===== src/rtl/serial_tx_spi.sv =====
// serial_tx_spi: SPI-style serial transmitter running on a single clock.
// The serial clock is a registered output paced by a half-period tick
// counter. Supports CPOL/CPHA modes, NUM_CS chip selects, setup/hold
// framing and multi-word bursts under one chip select.
//
// Ports:
//   in_clk            main clock
//   in_rstn           asynchronous active-low reset
//   in_enable         start a transfer (Idle) or continue a burst
//   in_parallel       word to send
//   in_cs_sel         target slave index (>= NUM_CS selects no line)
//   out_ready         high only in Idle
//   out_next_word     one-cycle pulse on the last leading edge of a word
//   out_word_finished one-cycle pulse on the last trailing edge of a word
//   out_clk           serial clock
//   out_cs            chip selects
//   out_serial        serial data
module serial_tx_spi #(
  parameter int unsigned MAIN_CLK_HZ          = 50_000_000,
  parameter int unsigned SERIAL_CLK_HZ        = 10_000,
  parameter int unsigned BITS                 = 8,
  parameter bit          LOWBIT_FIRST         = 1'b1,
  parameter bit          CPOL                 = 1'b0,
  parameter bit          CPHA                 = 1'b0,
  parameter int unsigned NUM_CS               = 1,
  parameter bit          CS_ACTIVE            = 1'b0,
  parameter bit          SERIAL_DATA_INACTIVE = 1'b1,
  localparam int unsigned SEL_W               = (NUM_CS > 1) ? $clog2(NUM_CS) : 1
) (
  input  logic              in_clk,
  input  logic              in_rstn,
  input  logic              in_enable,
  input  logic [BITS-1:0]   in_parallel,
  input  logic [SEL_W-1:0]  in_cs_sel,
  output logic              out_ready,
  output logic              out_next_word,
  output logic              out_word_finished,
  output logic              out_clk,
  output logic [NUM_CS-1:0] out_cs,
  output logic              out_serial
);

  localparam int unsigned DIV    = MAIN_CLK_HZ / (2 * SERIAL_CLK_HZ);
  localparam int unsigned CNT_W  = (DIV > 1) ? $clog2(DIV) : 1;
  localparam int unsigned EDGE_W = $clog2(2 * BITS);
  localparam int unsigned IDX_W  = $clog2(BITS);

  // Elaboration-time parameter sanity checks
  if (DIV < 1) begin : g_div_chk
    $error("serial_tx_spi: MAIN_CLK_HZ/(2*SERIAL_CLK_HZ) must be >= 1");
  end
  if (BITS < 2) begin : g_bits_chk
    $error("serial_tx_spi: BITS must be >= 2");
  end

  typedef enum logic [1:0] {
    ST_IDLE  = 2'd0,
    ST_SETUP = 2'd1,
    ST_SHIFT = 2'd2,
    ST_HOLD  = 2'd3
  } state_e;

  state_e              state_q, state_d;
  logic [CNT_W-1:0]    cnt_q, cnt_d;
  logic [EDGE_W-1:0]   edge_q, edge_d;
  logic [IDX_W-1:0]    idx_q, idx_d;
  logic [BITS-1:0]     data_q, data_d;
  logic                clk_q, clk_d;
  logic [NUM_CS-1:0]   cs_q, cs_d;
  logic                ser_q, ser_d;
  logic                ready_q, ready_d;
  logic                nw_q, nw_d;
  logic                wf_q, wf_d;

  logic                tick_c;
  logic                leading_c;
  logic                last_lead_c;
  logic                last_trail_c;

  // Bit at shift position i, honouring the configured bit order
  function automatic logic pick_bit(input logic [BITS-1:0] w,
                                    input logic [IDX_W-1:0] i);
    logic [BITS-1:0] r;
    for (int unsigned k = 0; k < BITS; k++) begin
      r[k] = LOWBIT_FIRST ? w[k] : w[BITS-1-k];
    end
    return r[i];
  endfunction

  // One-hot-active chip-select pattern; out-of-range index selects nothing
  function automatic logic [NUM_CS-1:0] cs_decode(input logic [SEL_W-1:0] sel);
    logic [NUM_CS-1:0] v;
    for (int unsigned i = 0; i < NUM_CS; i++) begin
      v[i] = (32'(sel) == i) ? CS_ACTIVE : ~CS_ACTIVE;
    end
    return v;
  endfunction

  assign tick_c       = (cnt_q == CNT_W'(DIV - 1));
  // edge_q holds the number of ticks already taken in this word, so an
  // even value means the upcoming tick is a leading edge
  assign leading_c    = ~edge_q[0];
  assign last_lead_c  = (edge_q == EDGE_W'(2 * BITS - 2));
  assign last_trail_c = (edge_q == EDGE_W'(2 * BITS - 1));

  // Next-state and registered-output logic
  always_comb begin
    state_d = state_q;
    cnt_d   = cnt_q;
    edge_d  = edge_q;
    idx_d   = idx_q;
    data_d  = data_q;
    clk_d   = clk_q;
    cs_d    = cs_q;
    ser_d   = ser_q;
    ready_d = ready_q;
    nw_d    = 1'b0;
    wf_d    = 1'b0;

    if (state_q != ST_IDLE) begin
      cnt_d = tick_c ? '0 : CNT_W'(cnt_q + CNT_W'(1));
    end

    case (state_q)
      ST_IDLE: begin
        cnt_d = '0;
        if (in_enable) begin
          state_d = ST_SETUP;
          data_d  = in_parallel;
          idx_d   = '0;
          edge_d  = '0;
          ready_d = 1'b0;
          clk_d   = CPOL;
          cs_d    = cs_decode(in_cs_sel);
          ser_d   = pick_bit(in_parallel, '0);
        end
      end

      ST_SETUP: begin
        if (tick_c) begin
          state_d = ST_SHIFT;
        end
      end

      ST_SHIFT: begin
        if (tick_c) begin
          clk_d  = ~clk_q;
          edge_d = EDGE_W'(edge_q + EDGE_W'(1));
          if (last_lead_c) begin
            nw_d = 1'b1;
          end
          // Mid-word bit advance: trailing edges for CPHA=0, leading for CPHA=1
          if ((!CPHA && !leading_c && !last_trail_c) ||
              (CPHA && leading_c && (edge_q != '0))) begin
            idx_d = IDX_W'(idx_q + IDX_W'(1));
            ser_d = pick_bit(data_q, IDX_W'(idx_q + IDX_W'(1)));
          end
          if (last_trail_c) begin
            wf_d   = 1'b1;
            edge_d = '0;
            if (in_enable) begin
              // Burst: next word starts on this edge, no clock gap
              data_d = in_parallel;
              idx_d  = '0;
              ser_d  = pick_bit(in_parallel, '0);
            end else begin
              state_d = ST_HOLD;
            end
          end
        end
      end

      ST_HOLD: begin
        if (tick_c) begin
          state_d = ST_IDLE;
          cs_d    = {NUM_CS{~CS_ACTIVE}};
          ser_d   = SERIAL_DATA_INACTIVE;
          ready_d = 1'b1;
        end
      end

      default: begin
        state_d = ST_IDLE;
      end
    endcase
  end

  // State and output registers
  always_ff @(posedge in_clk or negedge in_rstn) begin
    if (!in_rstn) begin
      state_q <= ST_IDLE;
      cnt_q   <= '0;
      edge_q  <= '0;
      idx_q   <= '0;
      data_q  <= '0;
      clk_q   <= CPOL;
      cs_q    <= {NUM_CS{~CS_ACTIVE}};
      ser_q   <= SERIAL_DATA_INACTIVE;
      ready_q <= 1'b1;
      nw_q    <= 1'b0;
      wf_q    <= 1'b0;
    end else begin
      state_q <= state_d;
      cnt_q   <= cnt_d;
      edge_q  <= edge_d;
      idx_q   <= idx_d;
      data_q  <= data_d;
      clk_q   <= clk_d;
      cs_q    <= cs_d;
      ser_q   <= ser_d;
      ready_q <= ready_d;
      nw_q    <= nw_d;
      wf_q    <= wf_d;
    end
  end

  assign out_ready         = ready_q;
  assign out_next_word     = nw_q;
  assign out_word_finished = wf_q;
  assign out_clk           = clk_q;
  assign out_cs            = cs_q;
  assign out_serial        = ser_q;

endmodule

===== config.mk =====
export PLATFORM = sky130hd
export DESIGN_NAME = serial_tx_spi
export DESIGN_NICKNAME = d
export VERILOG_FILES = /design/src/rtl/serial_tx_spi.sv
export SDC_FILE = /design/constraint.sdc
export NUM_CORES = 1
export LEC_CHECK = 0
export ABC_AREA = 1
export CAP_MARGIN = 30
export CORE_MARGIN = 3
export CORE_UTILIZATION = 30
export DETAILED_ROUTE_END_ITERATION = 16
export PLACE_DENSITY_LB_ADDON = 0.12
export SLEW_MARGIN = 20
export SYNTH_ARGS = -nofsm -noshare
export SYNTH_HDL_FRONTEND = slang
export SYNTH_SLANG_ARGS = --single-unit

===== constraint.sdc =====
create_clock -name in_clk -period 3.9 [get_ports in_clk]
set_input_delay 0.975 -clock in_clk [delete_from_list [all_inputs] [get_ports in_clk]]
set_output_delay 0.975 -clock in_clk [all_outputs]
set_load 0.01 [all_outputs]

==> results of run 1 <==
[routing by layer]
metal	global-route usage (%)	up-vias	share of wire, %
li1	-	797	-
met1	14.6	698	51
met2	16.6	17	43
met3	3.27	8	3.6
met4	4.46	0	1.9
met5	0	-	0
[state kept, by name, summed over array words and instances (netlist names)]
register           flops
idx_q                  3
out_cs                 1
out_serial             1
out_clk                1
data_q                 8
cnt_q                 12
out_word_finished      1
out_next_word          1
state_q                2
out_ready              1
edge_q                 4
[cell families (layout without fill, tap and decap cells)]
family	after synthesis	count (layout)	synth area share, %
buf+inv	37	60	7.84
compound gates	43	43	12.0
simple gates	106	106	26.6
flops	35	35	45.9
fa+ha+maj	9	9	5.88
xor+xnor	4	4	1.83
[stage by stage]
stage	cells	utilization [%]	power, mW	hold slack (ps)
finish	332	37.8	1.54	460
global route	332	37.8	1.67	495
CTS	332	37.8	1.57	461
detailed placement	324	35.6	1.17	443
global placement	324	35.6	1.17	447
floorplan	234	-	1.02	424
[power by group through the flow]
stage | Combinational [mW] | Sequential, mW | Clock, mW
6_report | 0.616 | 0.536 | 0.388
5_1_grt | 0.706 | 0.549 | 0.411
4_1_cts | 0.629 | 0.537 | 0.405
3_5_place_dp | 0.627 | 0.544 | 0
3_3_place_gp | 0.627 | 0.544 | 0
2_1_floorplan | 0.479 | 0.537 | 0
[final cells by class]
class | count | area (sq um)
Inverter | 35 | 134
Sequential cell | 35 | 880
Clock buffer | 6 | 72.6
Fill cell | 644 | 3770
Tap cell | 75 | 93.8
Multi-Input combinational cell | 162 | 886
Clock inverter | 2 | 60.1
Timing Repair Buffer | 17 | 165
[synthesized netlist by cell type (2+ instances only)]
master	count
nand2_1	52
dfrtp_1	32
inv_1	29
nor2_1	19
a21oi_1	14
nand3_1	14
o21ai_0	13
o21ai_1	11
ha_1	9
inv_2	5
nor3_1	4
dfstp_2	3
nand2_4	3
nand4_1	3
nor2_2	3
and3_1	2
o31ai_1	2
xnor2_1	2
xor2_1	2
[worst paths after layout]
path,startpoint,slack [ps],to,cells after the start
max in group asynchronous,in_rstn,2620,cnt_q[9]$_DFF_PN0_,1
setup / recovery,out_serial$_DFFE_PN1P_,1550,out_serial,1
hold reg to reg,cnt_q[0]$_DFF_PN0_,460,cnt_q[0]$_DFF_PN0_,1
min in group asynchronous,in_rstn,780,out_clk$_DFFE_PN0P_,1
hold / removal,cnt_q[0]$_DFF_PN0_,460,cnt_q[0]$_DFF_PN0_,1
setup reg to reg,state_q[0]$_DFFE_PN0P_,2020,idx_q[2]$_DFFE_PN0P_,9
==> flow_summary.yaml, run 1 <==
run_status:
  run_status: "completed"
global_routing:
  globalRoute.totalOverflow: 0
  gr-usage-all-layers_pct: 11.0
  global_route_wire_length_before_repair_mm: 6.46
  grt_max_degree: 36
  first_global_vias: 1464
  grt_antenna_before_repair: 0
pwr:
  power.leakage_nw: 1.09
  intPower_uw: 957
  seqPwrFrac_pct: 34.8
  switching_share_pct: 37.8
  powerDensity_nw_per_um2: 672
  p_comb_share_pct: 40.0
  worst_ir_drop_vdd_uv: 230
  pwr-share-clk_pct: 25.2
  netSwitchingPower_uw: 583
min_path:
  hold_class: "reg -> reg"
yosys:
  synth_largest_area_cell: "dfrtp_1"
  post_synth_main_area_contributors: "dfrtp_1, nand2_1, ha_1"
  synth-seq-area-share_pct: 45.9
  synthArstFlopShare_pct: 100
  postSynth.topFlopCell: "dfrtp_1"
  postSynthNetCount: 255
  synth_edf_count: 0
  synth-seq-cells: 35
  synth_area_per_cell_sq_um: 8.19
  yosysWarnings: 0
  synth.distinct_cells: 31
  synth.cell_area_sq_um: 1920
  syn-instance-count: 234
  synth.top_cell.area_share_pct: 41.8
clock_tree:
  cts_tree: "yes"
  post_cts_setup_buffer_count: 0
  clkSinkCount: 35
  postCtsHoldBufs: 0
  numCtsBuffers: 5
  post_cts_resized: 0
  ctsLongestPathBuffers: 2
  clk_transition_reported_paths_ps: 70
  clkLatencyLatePin_ps: 280
  ctsHtreeMaxLevel: 2
  root_buffer: "clkbuf_8"
place:
  routabilityCongestion: 0.783
  port-buffer-count: 17
  detailed_place.area_sq_um: 2160
  place_ws_ps: 1590
  dp_hpwl_mm: 2.80
worst_setup_path:
  timing_worst_setup_path_type: "reg -> out"
  critical_path.endpoint_type: "primary output"
  crit_arrival_ps: 1370
  cp.required_ps: 2920
  critical_path.n_buffers_inverters: 1
  timing.critical_path.slowest_stage_cell: "dfstp_2"
  timing.critical_path.from_type: "register"
  worst_path_dominant_cell_family: "flip-flops"
  crit_path_max_fanout: 3
  crit_chain: "clkdlybuf4s50_1"
  critical-path-max-stage-delay_ps: 560
route:
  wire_per_inst_um: 11.5
  drcViolationCount: 0
  drt_pre_antenna_iters: 4
  postRouteWirelength_mm: 3.81
  detail-route-antenna-nets: 0
  vias: 1520
  detail_route.iter0.violations: 49
  vias_cell: 4.58
floorplanning:
  floorplan.io_pins: 18
  floorplan.initialDensity_pct: 31.6
  die-width_um: 85.9
  floorplan.die.height_um: 85.9
  placementRows: 28
  dieArea_sq_um: 7380
  core-area_sq_um: 6060
timing:
  period_minus_slack_ps: 2350
  postLayoutSetupSlackWorst_ps: 1550
  fmax_mhz: 426
  timing.final.max_slew_violations: 0
  clock_skew_ps: 9.73
  accumulated_negative_setup_slack_ps: 0
  hold_violations: 0
  setup_viol: 0
  rsz0062_at_grt: "no"
  post-route-period-util_pct: 60.2
  tightestPinTransition_ps: 801
  max_slew_margin_pct: 46.6
final_layout:
  area_growth_syn_to_layout_pct: 19.6
  finish.instance_area_sq_um: 2290
  n_antenna_cell: 0
  leading_cell_type_in_the_layout_fill_and_taps_excluded: "nand2_1"
  nets: 277
  post_route_cells_drive_above_1_share_pct: 11.7
  mostFrequentLayoutCells: "nand2_1, dfrtp_1, inv_1"
run:
  max_cap_viol_count: 0
Note: power is estimated with default switching activity, not from simulation.
==> inputs of run 2 (changes only) <==
==> constraint.sdc (replaced) <==
create_clock -name in_clk -period 2.1 [get_ports in_clk]
set_input_delay 0.525 -clock in_clk [delete_from_list [all_inputs] [get_ports in_clk]]
set_output_delay 0.525 -clock in_clk [all_outputs]
set_load 0.01 [all_outputs]
==> flow_summary.yaml, run 2 (same netlist as run 1, synthesis figures left out) <==
global_routing:
  first_global_vias: 1484
  grt_max_degree: 20
  grt_antenna_before_repair: 0
  globalRoute.totalOverflow: 0
  global_route_wire_length_before_repair_mm: 7.04
  gr-usage-all-layers_pct: 12.1
final_layout:
  area_growth_syn_to_layout_pct: 19.9
  finish.instance_area_sq_um: 2300
  n_antenna_cell: 0
  nets: 280
  largest_register_ff_count: 12
  post_route_cells_drive_above_1_share_pct: 12.4
  final_layout_fill_cell_count: 643
  leading_cell_type_in_the_layout_fill_and_taps_excluded: "nand2_1"
  top_regs: "cnt_q x12, data_q x8, edge_q x4"
  mostFrequentLayoutCells: "nand2_1, dfrtp_1, inv_1"
  instances_no_fill: 334
  regMostFlops: "cnt_q"
route:
  vias_cell: 4.55
  drt_pre_antenna_iters: 5
  wire_per_inst_um: 11.6
  drcViolationCount: 0
  detail_route.iter0.violations: 59
  detail-route-antenna-nets: 0
  postRouteWirelength_mm: 3.88
  vias: 1520
timing:
  post-route-period-util_pct: 90.9
  rsz0062_at_grt: "no"
  period_minus_slack_ps: 1910
  timing.final.max_slew_violations: 0
  clock_skew_ps: 11.5
  hold_violations: 0
  max_slew_margin_pct: 71.0
  accumulated_negative_setup_slack_ps: 0
  fmax_mhz: 524
  postLayoutSetupSlackWorst_ps: 192
  tightestPinTransition_ps: 436
  setup_viol: 0
worst_setup_path:
  timing_worst_setup_path_type: "reg -> out"
  cp.required_ps: 1570
  regToRegSetupSlack_ps: 410
  timing.critical_path.slowest_stage_cell: "dfstp_2"
  worst_r2r_endpoint: "idx_q[2]$_DFFE_PN0P_"
  critical-path-max-stage-delay_ps: 560
  reg2reg_depth: 10
  critical_path.endpoint_type: "primary output"
  crit_chain: "clkdlybuf4s50_1"
  timing.critical_path.from_type: "register"
  crit_arrival_ps: 1380
  critical_path.n_buffers_inverters: 1
  worst_path_dominant_cell_family: "flip-flops"
  crit_path_max_fanout: 3
  r2r_start: "state_q[0]$_DFFE_PN0P_"
floorplanning:
  floorplan.initialDensity_pct: 31.6
  core-area_sq_um: 6060
  die-width_um: 85.9
  dieArea_sq_um: 7380
  floorplan.die.height_um: 85.9
  floorplan.io_pins: 18
  placementRows: 28
place:
  detailed_place.area_sq_um: 2190
  dp_hpwl_mm: 2.90
  port-buffer-count: 17
  place_ws_ps: 244
  placed_instances: 327
  routabilityCongestion: 0.827
clock_tree:
  post_cts_setup_buffer_count: 0
  clkSinkCount: 35
  clk_transition_reported_paths_ps: 70
  root_buffer: "clkbuf_8"
  ctsHtreeMaxLevel: 2
  numCtsBuffers: 5
  postCtsHoldBufs: 0
  post_cts_resized: 0
  clkLatencyLatePin_ps: 280
  cts_tree: "yes"
  ctsLongestPathBuffers: 2
pwr:
  power.leakage_nw: 1.09
  worst_ir_drop_vdd_uv: 536
  powerDensity_nw_per_um2: 1210
min_path:
  hold_class: "in -> async"
run_status:
  run_status: "completed"
run:
  max_cap_viol_count: 0
==> run 2: cell count changes in the layout (fill, tap and decap cells not counted), sizes merged <==
cell / delta
bufinv: -1
buf: +3
==> run 2: layer usage <==
metal  track usage (%)  wire [um]  vias up
met1              17.2       2040      688
met2              17.0       1660       25
met4              4.32         64        0
met5                 0          0        -
met3              3.84        123        7
li1                  -          -      800
==> run 2: worst max-delay path by stage <==
| stage | start | endpoint | slack [ps] | cells after the start |
|---|---|---|---|---|
| floorplan | state_q[0]$_DFFE_PN0P_ | idx_q[2]$_DFFE_PN0P_ | 600 | 10 |
| global placement | in_enable | idx_q[1]$_DFFE_PN0P_ | 270 | 8 |
| detailed placement | in_enable | idx_q[1]$_DFFE_PN0P_ | 240 | 8 |
| CTS | out_serial$_DFFE_PN1P_ | out_serial | 180 | 1 |
| global route | out_serial$_DFFE_PN1P_ | out_serial | 140 | 1 |
| finish | out_serial$_DFFE_PN1P_ | out_serial | 190 | 1 |
==> run 2: report_power, final <==
part           switching (mW)  internal (mW)
registers               0.123          0.880
clock network           0.238          0.348
logic                   0.734          0.452
total                    1.09           1.68
==> run 2: stage by stage <==
stage / total power [mW] / utilization [%] / hold slack [ps]
after floorplan: 1.89 / - / 229
after global placement: 2.21 / 36.2 / 454
after detailed placement: 2.22 / 36.2 / 452
after CTS: 2.82 / 37.9 / 178
after global routing: 3.03 / 37.9 / 186
final: 2.77 / 37.9 / 172
==> run 2: cell type report <==
cell class	instances	area, sq um	area share (%)
Multi-Input combinational cell	162	886	38.6
Inverter	35	134	5.83
Timing Repair Buffer	20	200	8.72
Clock buffer	6	72.6	3.16
Clock inverter	1	30.0	1.31
Tap cell	75	93.8	4.09
Sequential cell	35	880	38.3
